**config.mk**
```make
export PLATFORM = sky130hd
export DESIGN_NAME = modulo_controlador_jogo
export DESIGN_NICKNAME = d
export VERILOG_FILES = /design/src/rtl/modulo_controlador_jogo.sv
export SDC_FILE = /design/constraint.sdc
export NUM_CORES = 1
export LEC_CHECK = 0
export CAP_MARGIN = 20
export CORE_AREA = 2 2 60 62
export DETAILED_ROUTE_END_ITERATION = 6
export DIE_AREA = 0 0 62 64
export GPL_ROUTABILITY_DRIVEN = 0
export PLACE_DENSITY = 0.76
export REMOVE_ABC_BUFFERS = 1
export SYNTH_ARGS = -nofsm -noshare
export SYNTH_HDL_FRONTEND = slang
export SYNTH_SLANG_ARGS = --single-unit
export TNS_END_PERCENT = 50
```
**constraint.sdc**
```tcl
create_clock -name clk -period 3.2 [get_ports clk]
set_clock_uncertainty 0.2 [all_clocks]
set_input_delay 0.8 -clock clk [delete_from_list [all_inputs] [get_ports clk]]
set_output_delay 0.8 -clock clk [all_outputs]
set_load 0.02 [all_outputs]
```
**src/rtl/modulo_controlador_jogo.sv**
```systemverilog
// modulo_controlador_jogo: phase sequencer for the 7x5 LED-matrix naval-battle game.
// Runs idle -> positioning -> attack/resolve -> game over, moves the cursor,
// strobes the position/attack register matrices and keeps the shot/hit counters.
// Optional build macro MODULO_CONTROLADOR_DEBOUNCE_EN inserts a stability-counter
// debouncer after each button synchronizer; without it the buttons are assumed
// to be debounced externally.
module modulo_controlador_jogo #(
  parameter int unsigned SHIP_CELLS      = 9,
  parameter int unsigned MAX_SHOTS       = 20,
  parameter int unsigned CNT_W           = 5,
  parameter int unsigned DEBOUNCE_CYCLES = 4
) (
  input  logic             clk,
  input  logic             clr,
  input  logic             button_confirmation,
  input  logic             button_count,
  input  logic             ship_present,
  input  logic             cell_attacked,
  output logic [2:0]       cur_col,
  output logic [2:0]       cur_line,
  output logic [1:0]       preset_sel,
  output logic             po_load,
  output logic             po_clr,
  output logic             at_clr,
  output logic             at_write,
  output logic [2:0]       state,
  output logic [CNT_W-1:0] shots_left,
  output logic [CNT_W-1:0] hits,
  output logic             last_hit,
  output logic             win
);

  // Elaboration-time parameter sanity checks
  if ((2 ** CNT_W) <= MAX_SHOTS) begin : g_chk_cnt_w
    $error("CNT_W too narrow for MAX_SHOTS");
  end
  if (DEBOUNCE_CYCLES < 1) begin : g_chk_debounce
    $error("DEBOUNCE_CYCLES must be at least 1");
  end

  typedef enum logic [2:0] {
    S_IDLE      = 3'd0,
    S_POSITION  = 3'd1,
    S_ATTACK    = 3'd2,
    S_RESOLVE   = 3'd3,
    S_GAME_OVER = 3'd4
  } state_t;

  localparam logic [CNT_W-1:0] LP_MAX_SHOTS  = CNT_W'(MAX_SHOTS);
  localparam logic [CNT_W-1:0] LP_SHIP_CELLS = CNT_W'(SHIP_CELLS);
  localparam logic [2:0]       LP_LAST_COL   = 3'd4;
  localparam logic [2:0]       LP_LAST_LINE  = 3'd6;

  // Button path: bit 0 = confirm, bit 1 = count
  logic [1:0] w_btn;
  logic [1:0] r_sync1;
  logic [1:0] r_sync2;
  logic [1:0] w_level;
  logic [1:0] r_prev;
  logic [1:0] w_rise;
  logic       w_conf_evt;
  logic       w_cnt_evt;

  assign w_btn = {button_count, button_confirmation};

  // Two-flop synchronizer for both buttons, released state on reset
  always_ff @(posedge clk or negedge clr) begin
    if (!clr) begin
      r_sync1 <= '0;
      r_sync2 <= '0;
    end else begin
      r_sync1 <= w_btn;
      r_sync2 <= r_sync1;
    end
  end

`ifdef MODULO_CONTROLADOR_DEBOUNCE_EN
  localparam int unsigned DB_W = (DEBOUNCE_CYCLES > 1) ? $clog2(DEBOUNCE_CYCLES) : 1;
  localparam logic [DB_W-1:0] LP_DB_LAST = DB_W'(DEBOUNCE_CYCLES - 1);

  logic [1:0]      r_filt;
  logic [DB_W-1:0] r_db_cnt [2];

  // Filtered level follows the synchronized input only after a run of equal samples
  always_ff @(posedge clk or negedge clr) begin
    if (!clr) begin
      r_filt <= '0;
      for (int unsigned i = 0; i < 2; i++) begin
        r_db_cnt[i] <= '0;
      end
    end else begin
      for (int unsigned i = 0; i < 2; i++) begin
        if (r_sync2[i] == r_filt[i]) begin
          r_db_cnt[i] <= '0;
        end else if (r_db_cnt[i] == LP_DB_LAST) begin
          r_filt[i]   <= r_sync2[i];
          r_db_cnt[i] <= '0;
        end else begin
          r_db_cnt[i] <= r_db_cnt[i] + 1'b1;
        end
      end
    end
  end

  assign w_level = r_filt;
`else
  assign w_level = r_sync2;
`endif

  // Previous-level register for rising-edge detection
  always_ff @(posedge clk or negedge clr) begin
    if (!clr) begin
      r_prev <= '0;
    end else begin
      r_prev <= w_level;
    end
  end

  assign w_rise     = w_level & ~r_prev;
  assign w_conf_evt = w_rise[0];
  // Confirm wins a same-cycle collision; the count event is dropped
  assign w_cnt_evt  = w_rise[1] & ~w_rise[0];

  // Registered state and datapath
  state_t           r_state;
  logic [2:0]       r_col;
  logic [2:0]       r_line;
  logic [1:0]       r_preset;
  logic             r_po_load;
  logic             r_po_clr;
  logic             r_at_clr;
  logic             r_at_write;
  logic [CNT_W-1:0] r_shots;
  logic [CNT_W-1:0] r_hits;
  logic             r_last;
  logic             r_win;

  // Next-state values
  state_t           w_state_nx;
  logic [2:0]       w_col_nx;
  logic [2:0]       w_line_nx;
  logic [1:0]       w_preset_nx;
  logic             w_po_load_nx;
  logic             w_po_clr_nx;
  logic             w_at_clr_nx;
  logic             w_at_write_nx;
  logic [CNT_W-1:0] w_shots_nx;
  logic [CNT_W-1:0] w_hits_nx;
  logic             w_last_nx;
  logic             w_win_nx;

  // Saturating counter updates applied when a shot resolves
  logic [CNT_W-1:0] w_shots_dec;
  logic [CNT_W-1:0] w_hits_inc;

  assign w_shots_dec = (r_shots != '0) ? (r_shots - 1'b1) : '0;
  assign w_hits_inc  = (r_hits < LP_SHIP_CELLS)
                     ? (r_hits + {{(CNT_W-1){1'b0}}, r_last})
                     : r_hits;

  // FSM state register plus all registered outputs
  always_ff @(posedge clk or negedge clr) begin
    if (!clr) begin
      r_state    <= S_IDLE;
      r_col      <= '0;
      r_line     <= '0;
      r_preset   <= '0;
      r_po_load  <= 1'b0;
      r_po_clr   <= 1'b0;
      r_at_clr   <= 1'b0;
      r_at_write <= 1'b0;
      r_shots    <= LP_MAX_SHOTS;
      r_hits     <= '0;
      r_last     <= 1'b0;
      r_win      <= 1'b0;
    end else begin
      r_state    <= w_state_nx;
      r_col      <= w_col_nx;
      r_line     <= w_line_nx;
      r_preset   <= w_preset_nx;
      r_po_load  <= w_po_load_nx;
      r_po_clr   <= w_po_clr_nx;
      r_at_clr   <= w_at_clr_nx;
      r_at_write <= w_at_write_nx;
      r_shots    <= w_shots_nx;
      r_hits     <= w_hits_nx;
      r_last     <= w_last_nx;
      r_win      <= w_win_nx;
    end
  end

  // Next-state, counter and strobe decisions
  always_comb begin
    w_state_nx    = r_state;
    w_col_nx      = r_col;
    w_line_nx     = r_line;
    w_preset_nx   = r_preset;
    w_po_load_nx  = 1'b0;
    w_po_clr_nx   = 1'b0;
    w_at_clr_nx   = 1'b0;
    w_at_write_nx = 1'b0;
    w_shots_nx    = r_shots;
    w_hits_nx     = r_hits;
    w_last_nx     = r_last;
    w_win_nx      = r_win;

    case (r_state)
      S_IDLE: begin
        if (w_conf_evt) begin
          w_po_clr_nx = 1'b1;
          w_at_clr_nx = 1'b1;
          w_hits_nx   = '0;
          w_shots_nx  = LP_MAX_SHOTS;
          w_last_nx   = 1'b0;
          w_win_nx    = 1'b0;
          w_state_nx  = S_POSITION;
        end
      end

      S_POSITION: begin
        if (w_conf_evt) begin
          w_po_load_nx = 1'b1;
          w_col_nx     = '0;
          w_line_nx    = '0;
          w_state_nx   = S_ATTACK;
        end else if (w_cnt_evt) begin
          w_preset_nx = r_preset + 2'd1;
        end
      end

      S_ATTACK: begin
        if (w_conf_evt) begin
          // at_write is raised here so it is high for the whole RESOLVE cycle
          if (!cell_attacked) begin
            w_last_nx     = ship_present;
            w_at_write_nx = 1'b1;
            w_state_nx    = S_RESOLVE;
          end
        end else if (w_cnt_evt) begin
          if (r_line >= LP_LAST_LINE) begin
            w_line_nx = '0;
            w_col_nx  = (r_col >= LP_LAST_COL) ? 3'd0 : (r_col + 3'd1);
          end else begin
            w_line_nx = r_line + 3'd1;
          end
        end
      end

      S_RESOLVE: begin
        w_shots_nx = w_shots_dec;
        w_hits_nx  = w_hits_inc;
        if (w_hits_inc == LP_SHIP_CELLS) begin
          w_win_nx   = 1'b1;
          w_state_nx = S_GAME_OVER;
        end else if (w_shots_dec == '0) begin
          w_win_nx   = 1'b0;
          w_state_nx = S_GAME_OVER;
        end else begin
          w_state_nx = S_ATTACK;
        end
      end

      S_GAME_OVER: begin
        if (w_conf_evt) begin
          w_state_nx = S_IDLE;
        end
      end

      default: begin
        w_state_nx = S_IDLE;
      end
    endcase
  end

  assign cur_col    = r_col;
  assign cur_line   = r_line;
  assign preset_sel = r_preset;
  assign po_load    = r_po_load;
  assign po_clr     = r_po_clr;
  assign at_clr     = r_at_clr;
  assign at_write   = r_at_write;
  assign state      = r_state;
  assign shots_left = r_shots;
  assign hits       = r_hits;
  assign last_hit   = r_last;
  assign win        = r_win;

endmodule

```
# After elaboration in Yosys (flattened, before gate mapping)

Index checks and enable logic that the tools add are counted.

Input port bits: 6
Output and inout port bits: 27
Register bits: 32
Word-level logic and storage cells: 89

Bitwise logic cells: 4
$add $sub $neg: 5
Reductions and logical operators: 13
Magnitude comparators: 3
Equality and inequality tests: 14
Mux-type cells: 36

Operator list:

| kind                  | number |
|---|---|
| $mux W3               | 14 |
| $mux W5               | 4 |
| $pmux W5 S2           | 2 |
| $ne A2 B2 Y1 const B  | 8 |
| $pmux W3 S5           | 1 |
| $pmux W3 S2           | 2 |
| $mux W1               | 11 |
| $reduce_and A5 Y1     | 2 |
| $reduce_and A4 Y1     | 2 |
| $add A3 B1 Y3 const B | 2 |
| $eq A3 B2 Y1 const B  | 2 |
| $ge A3 B3 Y1 const B  | 2 |
| $reduce_and A3 Y1     | 2 |
| $reduce_bool A2 Y1    | 3 |
| $add A5 B1 Y5         | 1 |
| $eq A5 B4 Y1 const B  | 1 |
| $logic_not A5 Y1      | 1 |
| $lt A5 B4 Y1 const B  | 1 |
| $reduce_bool A5 Y1    | 1 |
| $sub A5 B1 Y5 const B | 1 |
| $pmux W1 S2           | 2 |
| $eq A3 B1 Y1 const B  | 1 |
| $eq A3 B3 Y1 const B  | 1 |
| $logic_not A3 Y1      | 1 |
| 7 further kinds       | 7 |

# Longest topological paths before layout

Gate-level depths: netlist of the first run.

Depth after elaboration: 7
Depth in mapped cells: 6
Gate-level depth less buffers: 6

# Worst setup path before layout of the first run

No wires, ideal clock.

Path kind: reg2reg
From: register r_shots[0], in the netlist shots_left[0]
To: register r_win, in the netlist win
Stages on the path, launching flop included: 7
Clock period less this slack: 2.425 ns
Buffers on the path: 0
Arrival: 2.103 ns
Setup time: 0.122 ns
Slack: 0.775 ns
Data required time: 2.878 ns
Path through: dfrtp_1 > inv_1 > ha_1 > or4b_1 > o41a_1 > or4_1 > a32o_1

Cells in the longest elaborated chain, start to end: 5
Elaborated cells on any way between the ends: 6
Classes of those cells: 1 x add/sub; 1 x eq/ne; 1 x mux; 3 x reduce/logical

RTL lines:

| element                                             | RTL line | RTL |
|---|---|---|
| start: declaration                                  | 133      | `logic [CNT_W-1:0] r_shots;` |
| start signal: assignment                            | 185      | `r_shots <= w_shots_nx;` |
| $sub A5 B1 Y5 or $reduce_bool A5 Y1 (tied branches) | 156      | `assign w_shots_dec = (r_shots != '0) ? (r_shots - 1'b1) : '0;` |
| $mux W5 *                                           | 156      |  |
| $logic_not A5 Y1 *                                  | 255      | `end else if (w_shots_dec == '0) begin` |
| $ne A3 B3 Y1 (no line) *                            | -        |  |
| $reduce_and A3 Y1 (no line) *                       | -        |  |
| end signal: assignment                              | 188      | `r_win <= w_win_nx;` |
| end: declaration                                    | 136      | `logic r_win;` |

Mark *: on every way between the ends. The rest lies on a longest branch, timed or not.
A chain may end at the register's enable or synchronous reset.

# Worst setup path after layout of the first run

From: register r_state[1], in the netlist state[1]
To: output state[1]

RTL lines:

| element                  | RTL line | RTL |
|---|---|---|
| start: declaration       | 125      | `state_t r_state;` |
| start signal: assignment | 177      | `r_state <= w_state_nx;` |
| end: declaration         | 26       | `output logic [2:0] state,` |

No word-level cell between the ends.

==> impl_summary.txt, run 1 <==
----------------------------------------------------
[Critical path]
  Worst Reg-to-Reg Cells ... 6
  Cell family with most CP delay ... buffers and inverters
  Number of buffers and inverters on the critical path ... 1
  CP startpoint ... state[1]
  Worst reg2reg path startpoint ... shots_left[0]
  Startpoint types ... flip-flop
  Required time of the critical path ... around 2.2 ns
  Worst setup EP type ... primary output
  Worst setup path category ... flip-flop to primary output
  Endpoint arrival time on the critical path ... 1.61 ns
  Delay contributed by the slowest stage of the critical path ... 0.68 ns
  CP max stage cell ... clkdlybuf4s50_1
  Maximum fanout along the worst path ... 14
  Chain of cells forming the critical path ... clkdlybuf4s50_1
  Critical path depth ... 1

[Timing]
  Max Freq ... between 300 and 400 MHz
  Final setup violation count ... 0
  Total count of max-transition violations in the final report ... 0
  Max-Slew Margin vs Limit ... between 60 and 70%
  Total count of hold-check failures in the final report ... 0
  Portion of the clock cycle consumed by the worst path in the final layout ... around four fifths
  Fin Setup TNS ... 0 ns
  RSZ-0062 raised after global routing ... false
  Transition at the pin with the smallest max-transition slack ... ~0.47 ns
  Min Hold Slack ... 0.1558 ns
  Time the final worst path needs with I/O delays and setup ... 2.612 ns
  Worst path setup slack after routing ... 0.5875 ns

[Drt]
  Final ANT Viol Nets ... 0
  Detailed-route via count ... between 1000 and 1500
  DRC ... 0
  Via density ... 5.403
  Drt pass-1 iters ... 4
  Detailed Route WL ... roughly 3.2 mm
  Iteration-0 DRC Markers ... a little over 50
  Routed length per placed instance ... 13.56 µm

[Cells and area]
  Most frequent cells in the layout ... clkdlybuf4s50_1, dfrtp_1, o21ai_0
  Most common cell after layout, fill and taps aside ... clkdlybuf4s50_1
  Layout overhead on the synthesized area ... 27.41%
  Final cell area excluding filler cells ... slightly above 2000 µm²
  Count of antenna diodes in the layout ... 0
  Proportion of layout cells with a drive suffix above 1 ... 9.474%
  Number of nets in the finished design ... 202

[Hold path]
  WHS Path Cells ... 0
  Worst min-delay path category ... flip-flop to flip-flop
  Hold path start ... r_sync1[1]

[Global route]
  Grt total ovfl ... 0
  Vias in the first global route ... 1286
  Global-route usage over all layers ... 19.08%
  Global-route wire length before repair ... 5.706 mm
  Pin count of the biggest net entering global routing ... 33
  Initial antenna violation count ... 0

[Placement]
  Port-buffer cells ... 32
  Post-detailed-placement half-perimeter wirelength ... 2.298 mm
  Setup slack after placement ... slightly below 0.8 ns
  Placed Instance Area ... 1952 µm²

[Clocking]
  Number of H-tree levels ... 2
  Setup bufs post-CTS ... 0
  # hold bufs at CTS ... 0
  Number of buffers created by CTS ... 5
  Clock latency on the worst-skew pair ... 0.34 ns
  TritonCTS Sinks ... 32
  Clock-pin slew reported for the worst setup and hold paths after clock tree synthesis ... 0.11 ns
  Clock tree buffer depth ... 2
  CTS tree ... done
  Library cell used as clock root buffer ... clkbuf_4
  Post-CTS sizing ... 0

[Synthesis]
  Most common flop cell mapped by yosys ... dfrtp_1
  Cell taking the most area after synthesis ... dfrtp_1
  Post-synth top area share ... between 40% and 50%
  Synthesized netlist cell count ... 156
  Synth warn ... 0
  Fraction of synthesis flops using an asynchronous set or reset pin ... between 90% and 100%
  Syn Area/Cell ... approximately 10 µm²
  Number of enable flip-flop cells after synthesis ... 0
  Leading post-synthesis cells by cell area ... dfrtp_1, ha_1, o21ai_0, dfstp_2, inv_1
  Post-synthesis sequential area ratio ... 50.00%
  Yosys cell types ... between 50 and 60
  Synth Register Bits ... 32
  Post-synthesis instance area ... 1607 µm²

[Die]
  Top Ports ... 33
  Initial cell density of the core ... between 40% and 50%
  Die Wd ... ~62 µm
  Standard-cell row count ... 21
  Die height ... 64 µm
  Area of the placeable core ... 3284 µm²
  Full die area ... 3968 µm²

[Status]
  Outcome ... finished clean

[Power and ir drop]
  VDD IR max ... 0.4675 mV
  Static Leakage ... between 0.8 and 0.9 nW
  Power Density ... 791.8 nW/µm²
  Pwr Total ... 1.621 mW

[Run]
  Number of violations of the max-capacitance limit ... 0

----------------------------------------------------
-- metrics by stage --
| stage | cells | util [%] |
|---|---|---|
| finish | 236 | 62.32 |
| global route | 236 | 62.32 |
| CTS | 236 | 62.32 |
| detailed placement | 228 | 59.43 |
| global placement | 228 | 59.43 |
| floorplan | 149 | - |
-- area by class of cell --
type	count	area (µm²)
flip-flops and latches	32	803.3
multi-input cells	105	718.2
inverters	12	45.04
repair buffers	33	327.8
clock inverters	1	30.03
well taps	46	57.56
fillers	282	1237
clock buffers	7	65.06
-- path summary, 6_finish.rpt --
path / endpoint / slack, ns
max: state[1] / 0.59
min reg2reg: r_sync2[1] / 0.16
max in group asynchronous: shots_left[4] / 1.84
min in group asynchronous: preset_sel[0] / 0.64
min: r_sync2[1] / 0.16
max reg2reg: win / 0.75
-- per-layer routing --
metal | GRT usage (%) | share of wire (%) | vias up
li1 | - | - | 634
met1 | 26.42 | 47 | 600
met2 | 27.86 | 45 | 33
met3 | 5.668 | 5.6 | 8
met4 | 7.181 | 2.1 | 0
met5 | 0 | 0 | -
-- report_power, final --
| part | internal (mW) | total (mW) | switching (mW) |
|---|---|---|---|
| Sequential | 0.505 | 0.632 | 0.127 |
| Combinational | 0.312 | 0.641 | 0.330 |
| Clock | 0.207 | 0.347 | 0.140 |
| Total | 1.02 | 1.62 | 0.596 |
-- logic make-up after synthesis --
| logic type | synth area share, % |
|---|---|
| xor+xnor | 1.636 |
| flops | 50.00 |
| mux | 1.324 |
| simple gates | 19.94 |
| compound gates | 16.36 |
| buf+inv | 5.296 |
| fa+ha+maj | 5.451 |
-- registers in the layout, indices dropped and copies added (netlist names) --
signal and flops:
r_prev 2, shots_left 5, po_load 1, last_hit 1
r_sync1 2, win 1, state 3, at_clr 1
hits 5, cur_col 3, cur_line 3, at_write 1
r_sync2 2, preset_sel 2
-- cells in the mapped netlist (2+ instances only) --
master	count
a31o_2	2
nor3_1	4
o22ai_1	2
nand2b_1	6
inv_1	12
dfrtp_1	30
a32o_1	2
a21oi_1	3
buf_2	2
nor2_1	6
nor2b_1	2
nor3b_1	2
nand3_1	3
dfstp_2	2
nand2_1	12
xnor2_1	2
or3_1	3
ha_1	7
a211oi_1	2
or4_1	2
clkbuf_1	3
o21ai_0	16
No activity file was read; power rests on OpenSTA's default activity.
==> run 2: changes to the inputs <==
--- a/config.mk
+++ b/config.mk
@@ -6,11 +6,11 @@
 export NUM_CORES = 1
 export LEC_CHECK = 0
 export CAP_MARGIN = 20
-export CORE_AREA = 2 2 60 62
+export CORE_AREA = 2 2 63 65
 export DETAILED_ROUTE_END_ITERATION = 6
-export DIE_AREA = 0 0 62 64
+export DIE_AREA = 0 0 65 67
 export GPL_ROUTABILITY_DRIVEN = 0
-export PLACE_DENSITY = 0.76
+export PLACE_DENSITY = 0.73
 export REMOVE_ABC_BUFFERS = 1
 export SYNTH_ARGS = -nofsm -noshare
 export SYNTH_HDL_FRONTEND = slang
==> constraint.sdc (replaced) <==
create_clock -name clk -period 2.1 [get_ports clk]
set_clock_uncertainty 0.2 [all_clocks]
set_input_delay 0.525 -clock clk [delete_from_list [all_inputs] [get_ports clk]]
set_output_delay 0.525 -clock clk [all_outputs]
set_load 0.02 [all_outputs]
==> run 2 against run 1 <==
Effect of this change:
- the flow now finishes with violations (negative setup slack)
- via count increased by 9.5%
- flip-flop and latch count unchanged
- sequential share of layout area decreased by 3.7 points
- largest cell class unchanged
- clock power increased by 39%
- core utilization increased by 0.38 points
- worst setup slack got worse by 0.75 ns
- global-route usage decreased by 0.099 points
- worst hold slack got worse by 0.0062 ns
- routed wire length increased by 17%
- register-to-register slack got worse by 0.91 ns
- total power increased by 64%
- first-iteration DRC count increased by 53%
==> impl_summary.txt, run 2 (synthesis gave the netlist of run 1 again) <==
----------------------------------------------------
[Cells and area]
  Most common cell after layout, fill and taps aside ... dfrtp_1 (was clkdlybuf4s50_1)
  Number of nets in the finished design ... 226 (was 202)
  Layout overhead on the synthesized area ... 40.73% (was 27.41%)
  Count of fill cells added during filler insertion ... 317 (was 282)
  Proportion of layout cells with a drive suffix above 1 ... 23.83% (was 9.474%)
  Final Instance Count excl. Fillers ... 262 (was 236)
  Count of antenna diodes in the layout ... 0 (unchanged)
  Area taken by flip-flops and latches ... 803.3 µm² (unchanged)
  Area occupied by multi-input gates ... 753.2 µm² (was 718.2 µm²)
  Most frequent cells in the layout ... dfrtp_1, buf_4, clkdlybuf4s50_1 (was clkdlybuf4s50_1, dfrtp_1, o21ai_0)
  Final cell area excluding filler cells ... 2261 µm² (was 2047 µm²)

[Status]
  Outcome ... complete, but fails checks (was finished clean)
  Violations in the final reports ... negative setup slack

[Die]
  Die height ... 67 µm (was 64 µm)
  Top Ports ... 33 (unchanged)
  Die Wd ... 65 µm (was 62 µm)
  Standard-cell row count ... 22 (was 21)
  Area of the placeable core ... 3606 µm² (was 3284 µm²)
  Full die area ... 4355 µm² (was 3968 µm²)
  Initial cell density of the core ... 44.55% (was 48.91%)

[Critical path]
  Worst setup EP type ... flip-flop (was primary output)
  Endpoint arrival time on the critical path ... 2.24 ns (was 1.61 ns)
  Startpoint types ... flip-flop (unchanged)
  Cell family with most CP delay ... simple AND/OR/NAND/NOR gates (was buffers and inverters)
  CP max stage cell ... or4_4 (was clkdlybuf4s50_1)
  Required time of the critical path ... 2.07 ns (was 2.20 ns)
  Cell repeated most along the worst path ... buf_4
  Number of buffers and inverters on the critical path ... 2 (was 1)
  Maximum fanout along the worst path ... 3 (was 14)
  Chain of cells forming the critical path ... buf_4, buf_4, or3_1, and2_4, or4_4, a32o_1 (was clkdlybuf4s50_1)
  Delay contributed by the slowest stage of the critical path ... 0.51 ns (was 0.68 ns)
  Worst setup path category ... flip-flop to flip-flop (was flip-flop to primary output)

[Timing]
  Portion of the clock cycle consumed by the worst path in the final layout ... 107.7%
  Total count of hold-check failures in the final report ... 0 (unchanged)
  Worst path setup slack after routing ... -0.1612 ns (was 0.5875 ns)
  Max-Slew Margin vs Limit ... 76.11% (was 68.80%)
  Fin Setup TNS ... -0.1612 ns (was 0 ns)
  Time the final worst path needs with I/O delays and setup ... 2.261 ns
  Final setup violation count ... 1 (was 0)
  Total count of max-transition violations in the final report ... 0 (unchanged)
  RSZ-0062 raised after global routing ... true (was false)
  Max Freq ... 442.3 MHz
  Transition at the pin with the smallest max-transition slack ... 0.3539 ns (was 0.4670 ns)

[Clocking]
  Number of buffers created by CTS ... 5 (unchanged)
  Number of H-tree levels ... 2 (unchanged)
  Clock-pin slew reported for the worst setup and hold paths after clock tree synthesis ... 0.07 ns (was 0.11 ns)
  # hold bufs at CTS ... 0 (unchanged)
  Clock latency on the worst-skew pair ... 0.28 ns (was 0.34 ns)
  Clock tree buffer depth ... 2 (unchanged)
  CTS tree ... done (unchanged)
  Library cell used as clock root buffer ... clkbuf_8 (was clkbuf_4)
  TritonCTS Sinks ... 32 (unchanged)

[Drt]
  Iteration-0 DRC Markers ... 78 (was 51)
  DRC ... 0 (unchanged)
  WL met2 ... 1.935 mm (was 1.451 mm)
  Met1 Routed Length ... 1.573 mm (was 1.502 mm)
  Drt pass-1 iters ... 4 (unchanged)
  Via density ... 5.328 (was 5.403)
  Routed length on met3 ... 170 µm (was 178 µm)
  Detailed-route via count ... 1396 (was 1275)
  Routed length per placed instance ... 14.24 µm (was 13.56 µm)
  Detailed Route WL ... 3.732 mm (was 3.200 mm)
  Top routing layer in use ... met4 (unchanged)
  Final ANT Viol Nets ... 0 (unchanged)

[Global route]
  Vias in the first global route ... 1380 (was 1286)
  Global-route usage over all layers ... 18.98% (was 19.08%)
  Initial antenna violation count ... 0 (unchanged)
  Grt total ovfl ... 0 (unchanged)
  Global-route wire length before repair ... 6.210 mm (was 5.706 mm)
  Pin count of the biggest net entering global routing ... 33 (unchanged)

[Placement]
  Total instance count after detailed placement ... 252 (was 228)
  Port-buffer cells ... 32 (unchanged)
  Post-detailed-placement half-perimeter wirelength ... 2.642 mm (was 2.298 mm)
  Placed Instance Area ... 2132 µm² (was 1952 µm²)

[Power and ir drop]
  Static Leakage ... 1.072 nW (was 0.8949 nW)
  VDD IR max ... 0.7596 mV (was 0.4675 mV)
  Power Density ... 1176 nW/µm² (was 791.8 nW/µm²)
  Pwr Total ... 2.659 mW (was 1.621 mW)

[Run]
  Number of violations of the max-capacitance limit ... 0 (unchanged)

[Hold path]
  Worst min-delay path category ... flip-flop to flip-flop (unchanged)

----------------------------------------------------
run 2: metrics by stage:
step	setup slack, ns	hold slack [ns]	utilization (%)
6_report	-0.1612	0.1496	62.70
5_1_grt	-0.2036	0.1605	62.70
2_1_floorplan	-0.3245	0.02941	-
4_1_cts	-0.1510	0.1506	62.49
3_3_place_gp	-0.1283	0.1330	59.13
3_5_place_dp	-0.2334	0.1358	59.13
run 2: final timing paths:
check                              startpoint             to  slack [ns]  cells after the start
worst max-delay path            shots_left[0]            win       -0.16                      6
worst min-delay path               r_sync1[1]     r_sync2[1]        0.15                      0
worst max register to register  shots_left[0]            win       -0.16                      6
worst min register to register     r_sync1[1]     r_sync2[1]        0.15                      0
max in group asynchronous                 clr  shots_left[4]        1.07                      2
min in group asynchronous                 clr            win        0.40                      2
run 2: cell type report:
class	instances	area share [%]
Timing Repair Buffer	57	22.41
Inverter	12	1.992
Clock buffer	6	3.652
Multi-Input combinational cell	105	33.31
Sequential cell	32	35.53
Clock inverter	2	0.4427
Tap cell	48	2.656
run 2: what timing repair did:
| item | in CTS | in global routing |
|---|---|---|
| pin swaps | 4 | 1 |
| hold endpoints to repair | 0 | 0 |
| buffers inserted | 2 | 0 |
| endpoints found under the setup margin | 15 | 11 |
| resized for setup | 22 | 4 |
run 2: worst register-to-register path: cells and delay by family (launching register included):
family                 cells  cell delay (ns)
flip-flops                 1             0.39
buffers and inverters      2             0.27
AND/OR/NAND/NOR            3             1.07
AO/OA/AOI/OAI              1             0.23
run 2: per-layer routing:
layer | track usage [%] | vias up
li1 | - | 674
met1 | 22.06 | 669
met2 | 32.35 | 46
met3 | 5.068 | 7
met4 | 9.309 | 0
met5 | 0 | -
run 2: report_power, final:
group	switching [mW]	internal, mW
combinational	0.645	0.612
clock	0.223	0.261
sequential	0.147	0.771
